`src/rtl/alu_issue_ctrl_if.sv`:
```
// ALU op encoding plus the issue/ALU interface bundle shared by the execute stage.
// Latency: none (types and wiring only).
// Backpressure: none; the interface carries a purely combinational request/response.
package cpu_pkg;
  typedef enum logic [3:0] {
    ALU_ADD,
    ALU_SUB,
    ALU_SLL,
    ALU_SLT,
    ALU_SLTU,
    ALU_XOR,
    ALU_SRL,
    ALU_SRA,
    ALU_OR,
    ALU_AND
  } aluop_t;
endpackage

interface alu_if;
  import cpu_pkg::*;
  aluop_t      op;
  logic [31:0] inputA;
  logic [31:0] inputB;
  logic [31:0] ALUResult;
  logic        zero;
  logic        negative;

  // Issue side drives the request and reads back the combinational result.
  modport issue (output op, output inputA, output inputB,
                 input ALUResult, input zero, input negative);
  // ALU side answers the request in the same cycle.
  modport alu (input op, input inputA, input inputB,
               output ALUResult, output zero, output negative);
endinterface

```
`src/rtl/alu_issue_ctrl.sv`:
```
// RV32I execute-stage driver: decodes an instruction, drives the ALU, resolves branches.
// Latency: instruction registered at accept, result valid two cycles after it is presented; 1 op / 2 cycles.
// Backpressure: result held in DONE until out_ready; in_ready follows out_ready there. Optional ALU_ISSUE_PERF_EN adds perf counters.
module alu_issue_ctrl
  import cpu_pkg::*;
#(
  parameter int XLEN = 32  // only 32 is supported
) (
  input  logic            clk,
  input  logic            rst,
  input  logic            in_valid,
  output logic            in_ready,
  input  logic [31:0]     in_instr,
  input  logic [XLEN-1:0] in_pc,
  input  logic [XLEN-1:0] in_rs1_data,
  input  logic [XLEN-1:0] in_rs2_data,
  alu_if.issue            aluif,
  output logic            out_valid,
  input  logic            out_ready,
  output logic [XLEN-1:0] out_result,
  output logic [4:0]      out_rd,
  output logic            out_wen,
  output logic            out_br_taken,
  output logic [XLEN-1:0] out_br_target,
  output logic            out_illegal
`ifdef ALU_ISSUE_PERF_EN
  ,
  output logic [31:0]     perf_ops,
  output logic [31:0]     perf_br_taken
`endif
);

  localparam logic [6:0] OPC_R      = 7'b0110011;
  localparam logic [6:0] OPC_I      = 7'b0010011;
  localparam logic [6:0] OPC_LUI    = 7'b0110111;
  localparam logic [6:0] OPC_AUIPC  = 7'b0010111;
  localparam logic [6:0] OPC_BRANCH = 7'b1100011;

  typedef enum logic [1:0] {S_IDLE, S_EXEC, S_DONE} state_t;

  state_t          state, state_nxt;

  // Instruction fields captured at accept.
  logic [31:0]     instr_q;
  logic [XLEN-1:0] pc_q, rs1_q, rs2_q;

  // Result fields captured at the end of EXEC.
  logic [XLEN-1:0] res_q, target_q;
  logic [4:0]      rd_q;
  logic            wen_q, taken_q, ill_q;

  // Decode results for the registered instruction.
  aluop_t          dec_op;
  logic [XLEN-1:0] dec_a, dec_b;
  logic            dec_ill, dec_br, br_taken;

  logic [6:0]      opcode, funct7;
  logic [2:0]      funct3;
  logic [4:0]      rd_f;
  logic [XLEN-1:0] imm_i, imm_u, imm_b;
  logic            accept, out_fire;

  assign opcode = instr_q[6:0];
  assign rd_f   = instr_q[11:7];
  assign funct3 = instr_q[14:12];
  assign funct7 = instr_q[31:25];
  assign imm_i  = {{(XLEN-12){instr_q[31]}}, instr_q[31:20]};
  assign imm_u  = {instr_q[31:12], 12'b0};
  assign imm_b  = {{(XLEN-12){instr_q[31]}}, instr_q[7], instr_q[30:25], instr_q[11:8], 1'b0};

  assign accept   = in_valid & in_ready;
  assign out_fire = out_valid & out_ready;

  // State register; reset from any state drops whatever was in flight.
  always_ff @(posedge clk) begin
    if (rst) state <= S_IDLE;
    else     state <= state_nxt;
  end

  // Next state and handshake signals; reset forces both sides idle.
  always_comb begin
    state_nxt = state;
    in_ready  = 1'b0;
    out_valid = 1'b0;
    case (state)
      S_IDLE: begin
        in_ready = 1'b1;
        if (in_valid) state_nxt = S_EXEC;
      end
      S_EXEC: state_nxt = S_DONE;
      S_DONE: begin
        out_valid = 1'b1;
        in_ready  = out_ready;
        if (out_ready) state_nxt = in_valid ? S_EXEC : S_IDLE;
      end
      default: state_nxt = S_IDLE;
    endcase
    if (rst) begin
      in_ready  = 1'b0;
      out_valid = 1'b0;
    end
  end

  // Operand capture on an input handshake.
  always_ff @(posedge clk) begin
    if (rst) begin
      instr_q <= '0;
      pc_q    <= '0;
      rs1_q   <= '0;
      rs2_q   <= '0;
    end else if (accept) begin
      instr_q <= in_instr;
      pc_q    <= in_pc;
      rs1_q   <= in_rs1_data;
      rs2_q   <= in_rs2_data;
    end
  end

  // Decode: ALU op and operands; shifts take only the low five bits of the amount.
  always_comb begin
    dec_op  = ALU_ADD;
    dec_a   = rs1_q;
    dec_b   = rs2_q;
    dec_ill = 1'b0;
    dec_br  = 1'b0;
    case (opcode)
      OPC_R: begin
        if (funct7 == 7'b0000000) begin
          case (funct3)
            3'b000:  dec_op = ALU_ADD;
            3'b001:  dec_op = ALU_SLL;
            3'b010:  dec_op = ALU_SLT;
            3'b011:  dec_op = ALU_SLTU;
            3'b100:  dec_op = ALU_XOR;
            3'b101:  dec_op = ALU_SRL;
            3'b110:  dec_op = ALU_OR;
            default: dec_op = ALU_AND;
          endcase
        end else if (funct7 == 7'b0100000 && funct3 == 3'b000) begin
          dec_op = ALU_SUB;
        end else if (funct7 == 7'b0100000 && funct3 == 3'b101) begin
          dec_op = ALU_SRA;
        end else begin
          dec_ill = 1'b1;
        end
        if (funct3 == 3'b001 || funct3 == 3'b101)
          dec_b = {{(XLEN-5){1'b0}}, rs2_q[4:0]};
      end
      OPC_I: begin
        dec_b = imm_i;
        case (funct3)
          3'b000: dec_op = ALU_ADD;
          3'b010: dec_op = ALU_SLT;
          3'b011: dec_op = ALU_SLTU;
          3'b100: dec_op = ALU_XOR;
          3'b110: dec_op = ALU_OR;
          3'b111: dec_op = ALU_AND;
          3'b001: begin
            dec_op = ALU_SLL;
            dec_b  = {{(XLEN-5){1'b0}}, instr_q[24:20]};
            if (funct7 != 7'b0000000) dec_ill = 1'b1;
          end
          default: begin
            dec_b = {{(XLEN-5){1'b0}}, instr_q[24:20]};
            if (funct7 == 7'b0000000)      dec_op  = ALU_SRL;
            else if (funct7 == 7'b0100000) dec_op  = ALU_SRA;
            else                           dec_ill = 1'b1;
          end
        endcase
      end
      OPC_LUI: begin
        dec_a = '0;
        dec_b = imm_u;
      end
      OPC_AUIPC: begin
        dec_a = pc_q;
        dec_b = imm_u;
      end
      OPC_BRANCH: begin
        dec_br = 1'b1;
        case (funct3)
          3'b000, 3'b001: dec_op  = ALU_SUB;
          3'b100, 3'b101: dec_op  = ALU_SLT;
          3'b110, 3'b111: dec_op  = ALU_SLTU;
          default:        dec_ill = 1'b1;
        endcase
      end
      default: dec_ill = 1'b1;
    endcase
    if (dec_ill) begin
      dec_op = ALU_ADD;
      dec_a  = '0;
      dec_b  = '0;
    end
  end

  // ALU request is only live in EXEC; otherwise a quiet ADD of zeros.
  always_comb begin
    aluif.op     = ALU_ADD;
    aluif.inputA = '0;
    aluif.inputB = '0;
    if (state == S_EXEC && !rst) begin
      aluif.op     = dec_op;
      aluif.inputA = dec_a;
      aluif.inputB = dec_b;
    end
  end

  // Branch outcome from the ALU flags: zero for BEQ/BNE, set-less-than result otherwise.
  always_comb begin
    br_taken = 1'b0;
    if (dec_br && !dec_ill) begin
      case (funct3)
        3'b000:         br_taken = aluif.zero;
        3'b001:         br_taken = !aluif.zero;
        3'b100, 3'b110: br_taken = (aluif.ALUResult == XLEN'(1));
        3'b101, 3'b111: br_taken = (aluif.ALUResult == '0);
        default:        br_taken = 1'b0;
      endcase
    end
  end

  // Result capture at the end of EXEC; held through DONE.
  always_ff @(posedge clk) begin
    if (rst) begin
      res_q    <= '0;
      target_q <= '0;
      rd_q     <= '0;
      wen_q    <= 1'b0;
      taken_q  <= 1'b0;
      ill_q    <= 1'b0;
    end else if (state == S_EXEC) begin
      res_q    <= (dec_br || dec_ill) ? '0 : aluif.ALUResult;
      target_q <= pc_q + imm_b;
      wen_q    <= !dec_br && !dec_ill && (rd_f != 5'd0);
      rd_q     <= (dec_br || dec_ill) ? 5'd0 : rd_f;
      taken_q  <= br_taken;
      ill_q    <= dec_ill;
    end
  end

  // Outputs read as zero while reset is asserted.
  always_comb begin
    out_result    = rst ? '0   : res_q;
    out_rd        = rst ? 5'd0 : rd_q;
    out_wen       = rst ? 1'b0 : wen_q;
    out_br_taken  = rst ? 1'b0 : taken_q;
    out_br_target = rst ? '0   : target_q;
    out_illegal   = rst ? 1'b0 : ill_q;
  end

`ifdef ALU_ISSUE_PERF_EN
  // Completed-op and taken-branch counters, counted on the output handshake.
  always_ff @(posedge clk) begin
    if (rst) begin
      perf_ops      <= '0;
      perf_br_taken <= '0;
    end else if (out_fire) begin
      perf_ops <= perf_ops + 32'd1;
      if (out_br_taken) perf_br_taken <= perf_br_taken + 32'd1;
    end
  end
`endif

endmodule

```
`src/flat_wrapper.sv`:
```
// flat-port wrapper written by rule: the top's interface ports become plain ports
module alu_issue_ctrl_flat import cpu_pkg::*;
#(
  parameter int XLEN = 32                         
)
  (clk, rst, in_valid, in_ready, in_instr, in_pc, in_rs1_data, in_rs2_data, out_valid, out_ready, out_result, out_rd, out_wen, out_br_taken, out_br_target, out_illegal, aluif_op, aluif_inputA, aluif_inputB, aluif_ALUResult, aluif_zero, aluif_negative);
  alu_if aluif_i ();
  input  logic clk;
  input  logic rst;
  input  logic in_valid;
  output logic in_ready;
  input  logic [31:0] in_instr;
  input  logic [XLEN-1:0] in_pc;
  input  logic [XLEN-1:0] in_rs1_data;
  input  logic [XLEN-1:0] in_rs2_data;
  output logic out_valid;
  input  logic out_ready;
  output logic [XLEN-1:0] out_result;
  output logic [4:0] out_rd;
  output logic out_wen;
  output logic out_br_taken;
  output logic [XLEN-1:0] out_br_target;
  output logic out_illegal;
  output wire logic [$bits(aluif_i.op)-1:0] aluif_op;
  output wire logic [$bits(aluif_i.inputA)-1:0] aluif_inputA;
  output wire logic [$bits(aluif_i.inputB)-1:0] aluif_inputB;
  input wire logic [$bits(aluif_i.ALUResult)-1:0] aluif_ALUResult;
  input wire logic [$bits(aluif_i.zero)-1:0] aluif_zero;
  input wire logic [$bits(aluif_i.negative)-1:0] aluif_negative;
  assign aluif_op = aluif_i.op;
  assign aluif_inputA = aluif_i.inputA;
  assign aluif_inputB = aluif_i.inputB;
  assign aluif_i.ALUResult = aluif_ALUResult;
  assign aluif_i.zero = aluif_zero;
  assign aluif_i.negative = aluif_negative;
  alu_issue_ctrl #(.XLEN(XLEN)) u_core (.clk(clk), .rst(rst), .in_valid(in_valid), .in_ready(in_ready), .in_instr(in_instr), .in_pc(in_pc), .in_rs1_data(in_rs1_data), .in_rs2_data(in_rs2_data), .aluif(aluif_i), .out_valid(out_valid), .out_ready(out_ready), .out_result(out_result), .out_rd(out_rd), .out_wen(out_wen), .out_br_taken(out_br_taken), .out_br_target(out_br_target), .out_illegal(out_illegal));
endmodule
```
`config.mk`:
```
export PLATFORM = sky130hd
export DESIGN_NAME = alu_issue_ctrl_flat
export DESIGN_NICKNAME = d
export VERILOG_FILES = /design/src/rtl/alu_issue_ctrl_if.sv /design/src/rtl/alu_issue_ctrl.sv /design/src/flat_wrapper.sv
export SDC_FILE = /design/constraint.sdc
export NUM_CORES = 1
export LEC_CHECK = 0
export BUFFER_PORTS_ARGS = -buffer_cell sky130_fd_sc_hd__buf_4
export CORE_ASPECT_RATIO = 1.1
export CORE_MARGIN = 2
export CORE_UTILIZATION = 52
export DETAILED_ROUTE_END_ITERATION = 10
export HOLD_SLACK_MARGIN = 0.15
export PLACE_DENSITY = 0.79
export SYNTH_ARGS = -nofsm -noshare
export SYNTH_HDL_FRONTEND = slang
export SYNTH_SLANG_ARGS = --single-unit
```
`constraint.sdc`:
```
create_clock -name clk -period 3.3 [get_ports clk]
set_clock_uncertainty 0.05 [all_clocks]
set_input_delay 0.66 -clock clk [delete_from_list [all_inputs] [get_ports clk]]
set_output_delay 0.66 -clock clk [all_outputs]
set_load 0.1 [all_outputs]
```
==> flow_summary.html <==
<table>
<tr><th>Metric</th><th>Value</th></tr>
<tr><th colspan="2">Status</th></tr>
<tr><td>Result of the run</td><td>finished with violations</td></tr>
<tr><td>Failing checks</td><td>setup timing</td></tr>
<tr><th colspan="2">Place</th></tr>
<tr><td>Post-placement worst setup slack</td><td>~0.16 ns</td></tr>
<tr><td>Number of buffers added on ports</td><td>306</td></tr>
<tr><td>Final HPWL from detailed placement</td><td>23500 µm</td></tr>
<tr><td>Weighted congestion reported at the end of routability-driven placement</td><td>0.922</td></tr>
<tr><th colspan="2">Floorplan</th></tr>
<tr><td>Die area</td><td>20900 µm²</td></tr>
<tr><td>Y dimension of the die</td><td>152 µm</td></tr>
<tr><td>Initial standard-cell utilization of the core</td><td>0.535</td></tr>
<tr><td>Horizontal extent of the die</td><td>between 100 and 150 µm</td></tr>
<tr><td>Count of standard-cell rows</td><td>53</td></tr>
<tr><td>Top-level I/O count</td><td>roughly 310</td></tr>
<tr><td>Core area</td><td>19200 µm²</td></tr>
<tr><th colspan="2">Timing</th></tr>
<tr><td>Slew at the pin with the worst max-slew slack</td><td>0.788 ns</td></tr>
<tr><td>Period utilization</td><td>1.07</td></tr>
<tr><td>Total count of max-transition violations in the final report</td><td>0</td></tr>
<tr><td>Remaining max-slew budget at the tightest pin</td><td>0.474</td></tr>
<tr><td>Fin. Hold Viols</td><td>0</td></tr>
<tr><td>Fin crit period</td><td>3.52 ns</td></tr>
<tr><td>Unrepaired setup endpoints after global routing</td><td>yes</td></tr>
<tr><td>F_max</td><td>about 280 MHz</td></tr>
<tr><td>Number of setup violations in the final report</td><td>68</td></tr>
<tr><td>Final setup slack of the worst path</td><td>-0.219 ns</td></tr>
<tr><td>Setup Total Neg Slack</td><td>-6.51 ns</td></tr>
<tr><th colspan="2">Setup path</th></tr>
<tr><td>Most common cell type on the critical path</td><td>sky130_fd_sc_hd__buf_4</td></tr>
<tr><td>Cell type group with the largest total delay on the critical path</td><td>buffers and inverters</td></tr>
<tr><td>Delay of the slowest cell on the worst path</td><td>0.31 ns</td></tr>
<tr><td>Master of the slowest instance on the critical path</td><td>sky130_fd_sc_hd__dfxtp_2</td></tr>
<tr><td>Setup slack, reg-to-reg</td><td>about 0.050 ns</td></tr>
<tr><td>Element type at the critical path start</td><td>flop</td></tr>
<tr><td>Required time worst endpoint</td><td>2.59 ns</td></tr>
<tr><td>Combined buffer and inverter count along the critical path</td><td>5</td></tr>
<tr><td>Critical path cell sequence</td><td>and3b_2 &gt; buf_4 &gt; nand3b_1 &gt; buf_4 &gt; nor4_2 &gt; buf_4 &gt; nand2_1 &gt; buf_8 &gt; a21oi_2 &gt; buf_12</td></tr>
<tr><td>Worst path arrival time</td><td>2.81 ns</td></tr>
<tr><td>Critical path endpoint category</td><td>primary output</td></tr>
<tr><td>Maximum fanout count along the critical path</td><td>20</td></tr>
<tr><td>Worst Path Class, Setup</td><td>flop to primary output</td></tr>
<tr><th colspan="2">Logic synthesis</th></tr>
<tr><td>Proportion of synthesized flip-flops having asynchronous set or reset</td><td>0</td></tr>
<tr><td>Yosys Warn Count</td><td>0</td></tr>
<tr><td>Post-synth cell types</td><td>64</td></tr>
<tr><td>Combined area of all synthesized cells</td><td>10300 µm²</td></tr>
<tr><td>Avg Cell Area, Syn</td><td>7.67 µm²</td></tr>
<tr><td>Number of enable flip-flop cells after synthesis</td><td>0</td></tr>
<tr><td>Count of mapped cells out of synthesis</td><td>about 1300</td></tr>
<tr><td>Number of nets in the synthesized netlist</td><td>1540</td></tr>
<tr><td>Most frequently used flop master after synthesis</td><td>sky130_fd_sc_hd__dfxtp_1</td></tr>
<tr><td>Flop and latch count out of synthesis</td><td>202</td></tr>
<tr><td>Fraction of the yosys area taken by sequential cells</td><td>0.393</td></tr>
<tr><th colspan="2">GRT</th></tr>
<tr><td>Pin count of the biggest net entering global routing</td><td>106</td></tr>
<tr><td>Global-route usage over all layers</td><td>0.331</td></tr>
<tr><td>Global-route congestion overflow total</td><td>0</td></tr>
<tr><td>Global-route wire length before repair</td><td>56700 µm</td></tr>
<tr><td>Antenna violations before repair</td><td>0</td></tr>
<tr><td>Via count of the first global-routing pass</td><td>10800</td></tr>
<tr><th colspan="2">CTS</th></tr>
<tr><td>Post-CTS Hold Buffers</td><td>0</td></tr>
<tr><td>Clock buffer count from CTS</td><td>22</td></tr>
<tr><td>Clock-pin slew of the registers on the worst-case setup and hold paths</td><td>roughly 0.070 ns</td></tr>
<tr><td>Worst skew pair latency</td><td>~0.50 ns</td></tr>
<tr><td>CTS tree</td><td>yes</td></tr>
<tr><td>Sinks on Clock Net</td><td>around 200</td></tr>
<tr><td>CTS HTree Levels</td><td>1</td></tr>
<tr><td>Max Buffers Root-to-Sink</td><td>3</td></tr>
<tr><td>Cell at the root of the clock tree</td><td>sky130_fd_sc_hd__clkbuf_16</td></tr>
<tr><th colspan="2">Layout</th></tr>
<tr><td># diodes</td><td>0</td></tr>
<tr><td>Layout cell share with drive strength beyond 1</td><td>0.308</td></tr>
<tr><td>Layout Area Growth over Synthesis</td><td>51.6%</td></tr>
<tr><td>Nets</td><td>1835</td></tr>
<tr><td>Area of combinational cells with multiple inputs</td><td>roughly 6500 µm²</td></tr>
<tr><td>Fillers</td><td>~1200</td></tr>
<tr><td>FF/Latch Area</td><td>4050 µm²</td></tr>
<tr><td>Final design utilization</td><td>0.811</td></tr>
<tr><th colspan="2">Detailed routing</th></tr>
<tr><td>Drt initial violations</td><td>approximately 1000</td></tr>
<tr><td>Drt via density</td><td>6.08</td></tr>
<tr><td>Number of nets still failing antenna checks after routing</td><td>0</td></tr>
<tr><td>Number of vias in the routed layout</td><td>~12000</td></tr>
<tr><td>Final wirelength</td><td>40700 µm</td></tr>
<tr><td>First drt pass iteration count</td><td>6</td></tr>
<tr><td>Routed wire per std cell</td><td>21.4 µm</td></tr>
<tr><td>DR DRC count</td><td>0</td></tr>
<tr><th colspan="2">Worst hold path</th></tr>
<tr><td>Class of the most critical hold timing path</td><td>primary input to flop</td></tr>
<tr><th colspan="2">Pwr</th></tr>
<tr><td>Leakage power</td><td>6.18 nW</td></tr>
<tr><td>Maximum VDD drop</td><td>457 µV</td></tr>
<tr><td>Power Density</td><td>398 nW/µm²</td></tr>
<tr><th colspan="2">Run</th></tr>
<tr><td>Number of maximum-capacitance constraint violations</td><td>0</td></tr>
</table>
-- per-layer routing --
metal  share of wire  vias up  track usage
met3           0.090      201       0.0591
met4           0.061        0        0.140
met5               0        -            0
met1            0.39     5307        0.430
li1                -     5284            -
met2            0.46      743        0.547
-- worst register-to-register path, cell delays in order (launching register included) --
cell                       delay, ns
sky130_fd_sc_hd__dfxtp_2        0.31
sky130_fd_sc_hd__and3b_2        0.23
sky130_fd_sc_hd__nand3b_1       0.16
sky130_fd_sc_hd__nor3b_4        0.30
sky130_fd_sc_hd__o21ai_2        0.13
sky130_fd_sc_hd__buf_4          0.15
sky130_fd_sc_hd__buf_4          0.12
sky130_fd_sc_hd__buf_4          0.12
sky130_fd_sc_hd__buf_6          0.10
sky130_fd_sc_hd__buf_6          0.10
sky130_fd_sc_hd__buf_4          0.12
sky130_fd_sc_hd__buf_4          0.13
sky130_fd_sc_hd__buf_6          0.11
sky130_fd_sc_hd__buf_6          0.11
sky130_fd_sc_hd__buf_4          0.12
sky130_fd_sc_hd__buf_4          0.13
sky130_fd_sc_hd__buf_4          0.13
sky130_fd_sc_hd__buf_4          0.13
sky130_fd_sc_hd__buf_4          0.12
sky130_fd_sc_hd__buf_4          0.12
sky130_fd_sc_hd__o31ai_2        0.19
-- through the flow --
step                instances  cell area, µm²  total power [W]  hold WS, ns
CTS                      1893           15000          0.00611        0.295
detailed placement       1829           13000          0.00371        0.394
floorplan                1343           10400          0.00334        0.377
global route             1898           15600          0.00641        0.311
global placement         1829           13000          0.00369        0.387
finish                   1898           15600          0.00621        0.302
-- state kept, by name (all words and copies together) (netlist names) --
| name | flops |
|---|---|
| u_core.wen_q | 1 |
| u_core.rd_q | 5 |
| u_core.taken_q | 1 |
| u_core.pc_q | 32 |
| u_core.res_q | 32 |
| u_core.state | 2 |
| u_core.rs2_q | 32 |
| u_core.instr_q | 32 |
| u_core.rs1_q | 32 |
| u_core.ill_q | 1 |
| u_core.target_q | 32 |
-- cells in the final DEF, fill, tap and decap left out, types with 11 or more instances in the layout --
cell and instances:
sky130_fd_sc_hd__nand2_1 305, sky130_fd_sc_hd__a21oi_1 70, sky130_fd_sc_hd__o21ai_1 11, sky130_fd_sc_hd__buf_12 78, sky130_fd_sc_hd__ha_1 30, sky130_fd_sc_hd__buf_4 278
sky130_fd_sc_hd__nor2_4 44, sky130_fd_sc_hd__o21ai_0 140, sky130_fd_sc_hd__a22oi_1 30, sky130_fd_sc_hd__nor3_1 11, sky130_fd_sc_hd__dfxtp_1 200, sky130_fd_sc_hd__nor2b_1 77
sky130_fd_sc_hd__nor2_1 36, sky130_fd_sc_hd__nor3b_1 30, sky130_fd_sc_hd__clkbuf_16 27, sky130_fd_sc_hd__nand3_1 11, sky130_fd_sc_hd__a21oi_4 22, sky130_fd_sc_hd__xnor2_1 21
sky130_fd_sc_hd__a22o_1 45
-- cells in the mapped netlist, drive strengths merged (3+ instances only) --
| master | number | area (µm²) |
|---|---|---|
| nor2 | 81 | 304 |
| nand2b | 3 | 18.8 |
| nand2 | 307 | 1150 |
| dfxtp | 202 | 4040 |
| nor3 | 12 | 65.1 |
| o22a | 3 | 26.3 |
| inv | 10 | 37.5 |
| a22oi | 33 | 248 |
| nor2b | 78 | 488 |
| nor3b | 35 | 268 |
| a211oi | 10 | 80.1 |
| a22o | 45 | 394 |
| clkbuf | 74 | 278 |
| ha | 30 | 375 |
| o211ai | 6 | 50.1 |
| nand3b | 3 | 22.5 |
| o21a | 5 | 37.5 |
| nand3 | 11 | 55.1 |
| a211o | 5 | 43.8 |
| buf | 29 | 145 |
| and3 | 4 | 25.0 |
| xnor2 | 21 | 184 |
| a41oi | 5 | 43.8 |
| o21ai | 153 | 766 |
| a21oi | 94 | 474 |
| nand4 | 8 | 50.1 |
| nor4 | 10 | 68.8 |
| a21o | 10 | 76.3 |
| o31ai | 7 | 52.6 |
| a31oi | 8 | 50.1 |
| xor2 | 7 | 61.3 |
| and2 | 4 | 25.0 |
-- worst paths after layout --
check,depth (start not counted),start,end
worst min register to register,2,u_core.target_q[7],u_core.target_q[7]
worst min-delay path,3,in_instr[11],u_core.instr_q[11]
worst max-delay path,10,u_core.instr_q[3],aluif_inputB[30]
worst max register to register,20,u_core.instr_q[3],u_core.taken_q
-- cells by family after synthesis --
family / after synthesis / share of synthesized area
buffers and inverters: 113 / 0.0447
xor gates and xnor gates: 28 / 0.0238
DFF: 202 / 0.393
muxes: 1 / 0.000972
and+or+nand+nor: 567 / 0.255
adders and majority gates: 31 / 0.0384
AOI/OAI and AO/OA: 401 / 0.244
-- report_power, final --
part	total, W	internal [W]	switching, W
clock	0.00244	0.00144	0.00100
combinational	0.00106	0.000401	0.000659
sequential	0.00271	0.00258	0.000128
total	0.00621	0.00442	0.00179
-- area by class of cell --
class	count	share of cell area
inverters	10	0.00257
well taps	247	0.0198
flip-flops and latches	202	0.259
clock buffers	31	0.0414
repair buffers	374	0.256
multi-input cells	1028	0.417
clock inverters	6	0.00393
-- timing repair --
action                     4_1_cts  5_1_grt
gates resized for setup        241       92
buffers inserted                24        4
cloned                           3        5
pin swaps                       19       36
setup endpoints to repair       68       69
(Power assumes the default switching activity.)
